**src/rtl/pipe_ctrl_pkg.sv**
```systemverilog
// Shared types for the pipeline-control scheduler.
// Scheduler state encoding and PC source select codes.
package pipe_ctrl_pkg;

  typedef enum logic [1:0] {
    RUN   = 2'b00,
    HZD   = 2'b01,
    MWAIT = 2'b10,
    RDIR  = 2'b11
  } sched_state_t;

  typedef enum logic [1:0] {
    PC_SEQ     = 2'b00,
    PC_PRED    = 2'b01,
    PC_CORR_T  = 2'b10,
    PC_CORR_NT = 2'b11
  } pc_sel_t;

endpackage

```
**src/rtl/sat_counter.sv**
```systemverilog
// Saturating up-counter with synchronous clear.
// Ports: clk, clr (sync clear), inc (count enable), q (value).
module sat_counter #(
  parameter int W = 16
) (
  input  logic         clk,
  input  logic         clr,
  input  logic         inc,
  output logic [W-1:0] q
);

  always_ff @(posedge clk) begin
    if (clr) begin
      q <= '0;
    end else if (inc && (q != '1)) begin
      q <= q + 1'b1;
    end
  end

endmodule

```
**src/rtl/pipe_hzd_sched.sv**
```systemverilog
// Pipeline-control scheduler: merges stalls, flushes and dmem wait.
// Ports: hazard/branch/mem inputs; stage enables, pc_sel, stats.
import pipe_ctrl_pkg::*;

module pipe_hzd_sched #(
  parameter int CNT_W     = 16,
  parameter int MAX_STALL = 8
) (
  input  logic             clk,
  input  logic             rst_n,
  input  logic             br_hazard_stall,
  input  logic             ld_use_stall,
  input  logic             br_mispredict,
  input  logic             br_actual_taken,
  input  logic             br_pred_taken,
  input  logic             mem_access,
  input  logic             dmem_ready,
  output logic             pc_we,
  output logic             ifid_we,
  output logic             ifid_flush,
  output logic             idex_bubble,
  output logic             pipe_we,
  output logic [1:0]       pc_sel,
  output logic [CNT_W-1:0] stall_cnt,
  output logic [CNT_W-1:0] flush_cnt,
  output logic             stall_timeout
);

  localparam int CW = $clog2(MAX_STALL + 1);
  localparam logic [CW-1:0] MAXC = CW'(MAX_STALL);

  sched_state_t state, nxt;
  pc_sel_t      psel;
  logic         pend_rdir, pend_taken;
  logic [CW-1:0] consec, consec_nxt;

  logic dmem_wait, hzd;
  logic m_rst, m_wait, m_rep, m_hzd, m_mis;

  assign dmem_wait = mem_access & ~dmem_ready;
  assign hzd       = br_hazard_stall | ld_use_stall;

  // One-hot mode decode in priority order.
  // A pending redirect only exists after a freeze,
  // so it replays on the first MWAIT cycle that resumes.
  assign m_rst  = ~rst_n;
  assign m_wait = rst_n & dmem_wait;
  assign m_rep  = rst_n & ~dmem_wait & pend_rdir &
                  ((state == MWAIT) | (state == RDIR));
  assign m_hzd  = rst_n & ~dmem_wait & ~m_rep & hzd;
  assign m_mis  = rst_n & ~dmem_wait & ~m_rep & ~hzd &
                  br_mispredict;

  always_comb begin
    pc_we       = 1'b1;
    ifid_we     = 1'b1;
    pipe_we     = 1'b1;
    ifid_flush  = 1'b0;
    idex_bubble = 1'b0;
    psel        = br_pred_taken ? PC_PRED : PC_SEQ;
    nxt         = RUN;
    unique case (1'b1)
      m_rst: begin
        pc_we       = 1'b0;
        ifid_we     = 1'b0;
        pipe_we     = 1'b0;
        ifid_flush  = 1'b1;
        idex_bubble = 1'b1;
        psel        = PC_SEQ;
      end
      m_wait: begin
        pc_we   = 1'b0;
        ifid_we = 1'b0;
        pipe_we = 1'b0;
        psel    = PC_SEQ;
        nxt     = MWAIT;
      end
      m_rep: begin
        ifid_flush = 1'b1;
        psel       = pend_taken ? PC_CORR_T : PC_CORR_NT;
      end
      m_hzd: begin
        pc_we       = 1'b0;
        ifid_we     = 1'b0;
        idex_bubble = 1'b1;
        psel        = PC_SEQ;
        nxt         = HZD;
      end
      m_mis: begin
        ifid_flush = 1'b1;
        psel = br_actual_taken ? PC_CORR_T : PC_CORR_NT;
      end
      default: ;
    endcase
  end

  assign pc_sel = psel;

  assign consec_nxt = (consec == MAXC) ? consec
                                       : consec + 1'b1;

  always_ff @(posedge clk) begin
    if (!rst_n) begin
      state         <= RUN;
      pend_rdir     <= 1'b0;
      pend_taken    <= 1'b0;
      consec        <= '0;
      stall_timeout <= 1'b0;
    end else begin
      state <= nxt;
      // First redirect seen during a freeze wins.
      if (m_wait && br_mispredict && !pend_rdir) begin
        pend_rdir  <= 1'b1;
        pend_taken <= br_actual_taken;
      end else if (m_rep) begin
        pend_rdir <= 1'b0;
      end
      // Freeze cycles neither extend nor break a stall run.
      if (m_hzd) begin
        consec <= consec_nxt;
        if (consec_nxt == MAXC) stall_timeout <= 1'b1;
      end else if (!dmem_wait) begin
        consec <= '0;
      end
    end
  end

  sat_counter #(.W(CNT_W)) u_stall_cnt (
    .clk (clk),
    .clr (m_rst),
    .inc (m_hzd),
    .q   (stall_cnt)
  );

  sat_counter #(.W(CNT_W)) u_flush_cnt (
    .clk (clk),
    .clr (m_rst),
    .inc (m_rep | m_mis),
    .q   (flush_cnt)
  );

endmodule

```
**config.mk**
```make
export PLATFORM = sky130hd
export DESIGN_NAME = pipe_hzd_sched
export DESIGN_NICKNAME = d
export VERILOG_FILES = /design/src/rtl/pipe_ctrl_pkg.sv /design/src/rtl/sat_counter.sv /design/src/rtl/pipe_hzd_sched.sv
export SDC_FILE = /design/constraint.sdc
export NUM_CORES = 1
export LEC_CHECK = 0
export BUFFER_PORTS_ARGS = -buffer_cell sky130_fd_sc_hd__buf_2
export CORE_MARGIN = 4
export CORE_UTILIZATION = 48
export DETAILED_ROUTE_END_ITERATION = 12
export HOLD_SLACK_MARGIN = 0.08
export PLACE_DENSITY = 0.72
export SYNTH_ARGS = -nofsm -noshare
export SYNTH_HDL_FRONTEND = slang
export SYNTH_HIERARCHICAL = 1
export SYNTH_SLANG_ARGS = --single-unit
```
**constraint.sdc**
```tcl
create_clock -name clk -period 4.6 [get_ports clk]
set_input_delay 0.23 -clock clk [delete_from_list [all_inputs] [get_ports clk]]
set_output_delay 0.23 -clock clk [all_outputs]
set_load 0.05 [all_outputs]
```
Yosys cells after proc, flatten, opt, wreduce, memory -nomap -nowiden
Cells that the tools add are included.
{"block": "word_totals", "regBits": 41}
{"block": "classes", "bitwise_logic": 17, "mux": 14, "n_eq_ne": 7, "reduce_logical": 11, "add_sub_neg": 3}
{"op": "$add A16 B1 Y16 const B", "n": 2}
{"op": "$ne A16 B16 Y1 const B", "n": 2}
{"op": "$mux W4", "n": 3}
{"op": "$and A1 B1 Y1", "n": 9}
{"op": "$mux W1", "n": 9}
{"op": "$eq A4 B4 Y1 const B", "n": 2}
{"op": "$pmux W2 S3", "n": 1}
{"op": "$reduce_or A3 Y1", "n": 2}
{"op": "$not A1 Y1", "n": 5}
{"op": "$add A4 B1 Y4 const B", "n": 1}
{"op": "$eq A2 B2 Y1 const B", "n": 2}
{"op": "$logic_and A1 B1 Y1", "n": 4}
{"op": "$pmux W2 S2", "n": 1}
{"op": "$reduce_or A2 Y1", "n": 2}
{"op": "$or A1 B1 Y1", "n": 3}
{"op": "$ne A2 B1 Y1 const B", "n": 1}
{"op": "$reduce_and A2 Y1", "n": 1}
{"op": "$reduce_bool A2 Y1", "n": 1}
{"op": "$logic_not A1 Y1", "n": 1}

Depth between registers and ports, before layout
{"block": "depth", "depth_word": 12, "mapped_depth": 7, "ltp_nobuf": 7}

By module
Netlist, hierarchy kept.
{"module": "sat_counter", "instances": 2, "cells_each": 99, "area_per_inst_um2": 848.3}
{"module": "pipe_hzd_sched", "instances": 1, "cells_each": 60, "area_per_inst_um2": 489.2}

Least setup slack after synthesis
Ideal clock, no wire load.
{"block": "synth_path", "kind": "input -> register", "start": "input port dmem_ready", "end": "register u_flush_cnt.q[13]", "t_arrival_ns": 2.511, "required_time_ns": 4.530, "setup_time_ns": 0.070, "setup_slack_ns": 2.018, "stages": 7, "path_cell_list": "nand2b_1 -> nand2_1 -> a21oi_1 -> nand2_1 -> clkbuf_1 -> or4_1 -> a21oi_1"}
{"block": "synth_via", "elab_chain_len": 12}
{"item": "start: declaration", "line_no": "pipe_hzd_sched.sv:17", "rtl": "input logic dmem_ready,"}
{"item": "$not A1 Y1 *", "line_no": "pipe_hzd_sched.sv:40", "rtl": "assign dmem_wait = mem_access & ~dmem_ready;"}
{"item": "$and A1 B1 Y1 *", "line_no": "pipe_hzd_sched.sv:40"}
{"item": "$not A1 Y1 *", "line_no": "pipe_hzd_sched.sv:48, pipe_hzd_sched.sv:51"}
{"item": "$and A1 B1 Y1 *", "line_no": "pipe_hzd_sched.sv:48, pipe_hzd_sched.sv:51"}
{"item": "$and A1 B1 Y1 (2 in series)", "line_no": "pipe_hzd_sched.sv:48", "rtl": "assign m_rep = rst_n & ~dmem_wait & pend_rdir &"}
{"item": "$not A1 Y1", "line_no": "pipe_hzd_sched.sv:51", "rtl": "assign m_mis = rst_n & ~dmem_wait & ~m_rep & ~hzd &"}
{"item": "$and A1 B1 Y1 (3 in series)", "line_no": "pipe_hzd_sched.sv:51"}
{"item": "$or A1 B1 Y1 *", "line_no": "pipe_hzd_sched.sv:138", "rtl": ".inc (m_rep | m_mis),"}
{"item": "$logic_and A1 B1 Y1 *", "line_no": "sat_counter.sv:15", "rtl": "end else if (inc && (q != '1)) begin"}
{"item": "end signal: assignment", "line_no": "sat_counter.sv:16", "rtl": "q <= q + 1'b1;"}
{"item": "end: declaration", "line_no": "sat_counter.sv:9", "rtl": "output logic [W-1:0] q"}
Every way passes the cells marked *; elsewhere a longest branch is shown, timed or not.
A chain may end at the register's enable or synchronous reset.

Final worst setup path
{"block": "layout_path", "start": "register pend_rdir", "end": "register u_flush_cnt.q[11]"}
{"block": "layout_via", "elab_chain_len": 8}
{"item": "start: declaration", "line_no": "pipe_hzd_sched.sv:34", "rtl": "logic pend_rdir, pend_taken;"}
{"item": "start signal: assignment", "line_no": "pipe_hzd_sched.sv:105", "rtl": "pend_rdir <= 1'b0;"}
{"item": "start signal: assignment", "line_no": "pipe_hzd_sched.sv:113", "rtl": "pend_rdir <= 1'b1;"}
{"item": "start signal: assignment", "line_no": "pipe_hzd_sched.sv:116", "rtl": "pend_rdir <= 1'b0;"}
{"item": "$and A1 B1 Y1 * (2 in series)", "line_no": "pipe_hzd_sched.sv:48"}
{"item": "$not A1 Y1", "line_no": "pipe_hzd_sched.sv:51"}
{"item": "$and A1 B1 Y1 (3 in series)", "line_no": "pipe_hzd_sched.sv:51"}
{"item": "$or A1 B1 Y1 *", "line_no": "pipe_hzd_sched.sv:138"}
{"item": "$logic_and A1 B1 Y1 *", "line_no": "sat_counter.sv:15"}
Marks and branches as above.

==> impl_metrics.json <==
{
  "leakagePower_uw": 0.00102,
  "endpoint_kind": "register",
  "min_period_ns": 2.28,
  "postSynth.asyncResetShare": 0,
  "clockRootBuffer": "clkbuf_8",
  "cts_hold_buf": 0,
  "clk_path_buf_depth": 2,
  "tns_ns": 0,
  "ys_ff_latch": 40,
  "ff2ff_setup_slack_ns": 2.32,
  "min_period_over_period": 0.495,
  "area_growth_pct": 16.2,
  "powerDensity_nw_per_um2": 257,
  "grt_usage": 0.187,
  "fmax_ghz": 0.439,
  "core_area_um2": 4380,
  "path_class": "register to register",
  "diodes": 0,
  "antenna_found_initial": 0,
  "finalSetupViolCount": 0,
  "placementRows": 24,
  "clk_latency_ns": 0.29,
  "worstReg2RegEnd": "u_flush_cnt/q[11]",
  "hold_viol": 0,
  "routabilityCongestion": 0.854,
  "post_cts_buffers": 0,
  "whs_endpoint": "pend_taken",
  "synth_seq_area_share": 0.366,
  "start_util": 0.499,
  "synth_edf_count": 0,
  "via_count": 2093,
  "cts_resized": 0,
  "avgSynthCellArea_um2": 8.47,
  "clock-sinks": 40,
  "drt_wl_total_mm": 5.03,
  "fin_worst_skew_ns": 0.00796,
  "ir_drop_mv": 0.151,
  "grt_max_degree": 36,
  "drt-initial-drc-count": 142,
  "slew_violations": 0,
  "cts_buffers": 5,
  "reg2reg_from": "pend_rdir",
  "ant_nets": 0,
  "place_hpwl_mm": 3.66,
  "drt-wirelength-per-cell_um": 14.1,
  "worstHoldStart": "br_actual_taken",
  "drv_cap": 0,
  "synthFlopType": "dfxtp_1",
  "status": "completed",
  "worst_ep_arrival_time_ns": 2.46,
  "max_slew_margin": 0.488,
  "tightest_slew_ns": 0.762,
  "netlist_instances": 258,
  "fill_cells": 405,
  "die_y_um": 75.5,
  "fp.dieW_um": 75.5,
  "ys_warn_count": 6,
  "worst-path-max-fanout": 11,
  "grt_pass1_vias": 1866,
  "required_ns": 4.78,
  "cts_tree": "built",
  "cts-htree-levels": 2,
  "grt-ovfl-total": 0,
  "synthesis.nets": 271,
  "dr.pass1.iters": 4,
  "vias_per_cell": 5.86,
  "grt_pass1_wl_mm": 8.36,
  "rsz0062_at_grt": "false",
  "hold_path.class": "input port to register",
  "ys_types": 46,
  "path_clk_slew_ns": 0.08,
  "dpl_worst_slack_ns": 2.20,
  "nNetsFinal": 317,
  "fin_ws_ns": 2.32,
  "drive_gt1_frac": 0.226,
  "ios": 49,
  "die-area_um2": 5700,
  "synthesis.area_um2": 2190,
  "cp-start-kind": "register",
  "rr_worst_depth": 5,
  "drc": 0,
  "numPortBuffers": 48,
  "holdPathStages": 3
}
synth_stat cells, drive strengths merged (2+ instances only):
library cell,n,area share
o31ai,13,0.045
mux2,2,0.010
nand3b,4,0.015
nor2,20,0.034
a21oi,21,0.048
nand2b,2,0.0057
inv,12,0.021
nand3,15,0.037
a31oi,2,0.0057
mux2i,3,0.014
nor4,6,0.031
o21a,2,0.0069
buf,6,0.017
o311ai,2,0.0080
xnor2,5,0.020
and4,6,0.024
or4,14,0.048
nor3,8,0.018
nand4,8,0.037
dfxtp,40,0.37
nor4bb,2,0.0092
o21ai,11,0.025
or3,6,0.017
nor2b,4,0.011
o41ai,3,0.015
clkbuf,4,0.0069
ha,4,0.023
nand2,23,0.042
a2bb2oi,2,0.011
and3,2,0.0057
critical path: stages, from the launching register on:
cell      delay, ns
dfxtp_1        0.40
nand2_1        0.11
a21oi_1        0.51
nand2_1        0.38
nor4bb_1       0.40
mux2_2         0.37
worst max-delay path by stage:
stage | start | cells past startpoint | to | slack (ns)
after floorplan | dmem_ready | 7 | u_flush_cnt/q[13] | 2.02
after global placement | dmem_ready | 7 | u_flush_cnt/q[11] | 2.38
after detailed placement | dmem_ready | 7 | u_flush_cnt/q[11] | 2.20
after CTS | pend_rdir | 5 | u_flush_cnt/q[11] | 2.34
after global routing | pend_rdir | 5 | u_flush_cnt/q[11] | 2.11
final | pend_rdir | 5 | u_flush_cnt/q[11] | 2.32
logic make-up (layout without fill, tap and decap cells):
logic type | Yosys count | count (layout) | share of synthesized area
AO/OA/AOI/OAI | 59 | 59 | 0.176
XOR/XNOR | 6 | 6 | 0.0240
adder cells (fa/ha/maj) | 4 | 4 | 0.0229
buffers and inverters | 22 | 69 | 0.0441
flip-flops | 40 | 40 | 0.366
multiplexers | 5 | 5 | 0.0240
AND/OR/NAND/NOR | 122 | 122 | 0.343
layout by cell type (no fill, tap or decap), types with 4 or more instances in the layout:
cell type  count
buf_2         48
dfxtp_1       40
nand2_1       21
a21oi_1       21
nor2_1        20
nand3_1       14
or4_1         14
o31ai_1       13
inv_1         12
o21ai_0       11
nor3_1         8
clkbuf_8       6
nand4_1        6
and4_1         6
or3_1          6
xnor2_1        5
ha_1           4
nor4_1         4
nor2b_1        4
metal layers:
metal / share of wire / vias up / global-route usage
met5: 0 / - / 0
met4: 0.010 / 0 / 0.0563
met3: 0.058 / 7 / 0.0475
met2: 0.47 / 54 / 0.312
met1: 0.46 / 967 / 0.238
li1: - / 1065 / -
through the flow:
| step | cells | cell area (um^2) | power [uW] | util | hold slack [ns] |
|---|---|---|---|---|---|
| global route | 357 | 2540 | 681 | 0.579 | 0.224 |
| floorplan | 258 | 2190 | 404 | - | 0.344 |
| detailed placement | 349 | 2450 | 418 | 0.558 | 0.441 |
| finish | 357 | 2540 | 653 | 0.579 | 0.186 |
| CTS | 357 | 2540 | 660 | 0.579 | 0.177 |
| global placement | 349 | 2450 | 418 | 0.558 | 0.439 |
sequential cells by signal, indices dropped and copies added (netlist names):
register and count:
pend_taken 1, u_stall_cnt/q 16, state 1, u_flush_cnt/q 16
consec 4, pend_rdir 1, stall_timeout 1
area by class of cell:
class,count,area (um^2),share of cell area
multi-input combinational,196,1290,0.507
sequential,40,801,0.315
timing repair buffer,49,248,0.0975
clock buffer,6,82.6,0.0325
tap,52,65.1,0.0256
inverter,12,45.0,0.0177
clock inverter,2,10.0,0.00394
report_power, final:
part | switching, uW | internal [uW] | total, uW
clock network | 124 | 120 | 243
logic | 37.8 | 16.2 | 54.0
registers | 5.34 | 350 | 355
Note: power is estimated with default switching activity, not from simulation.
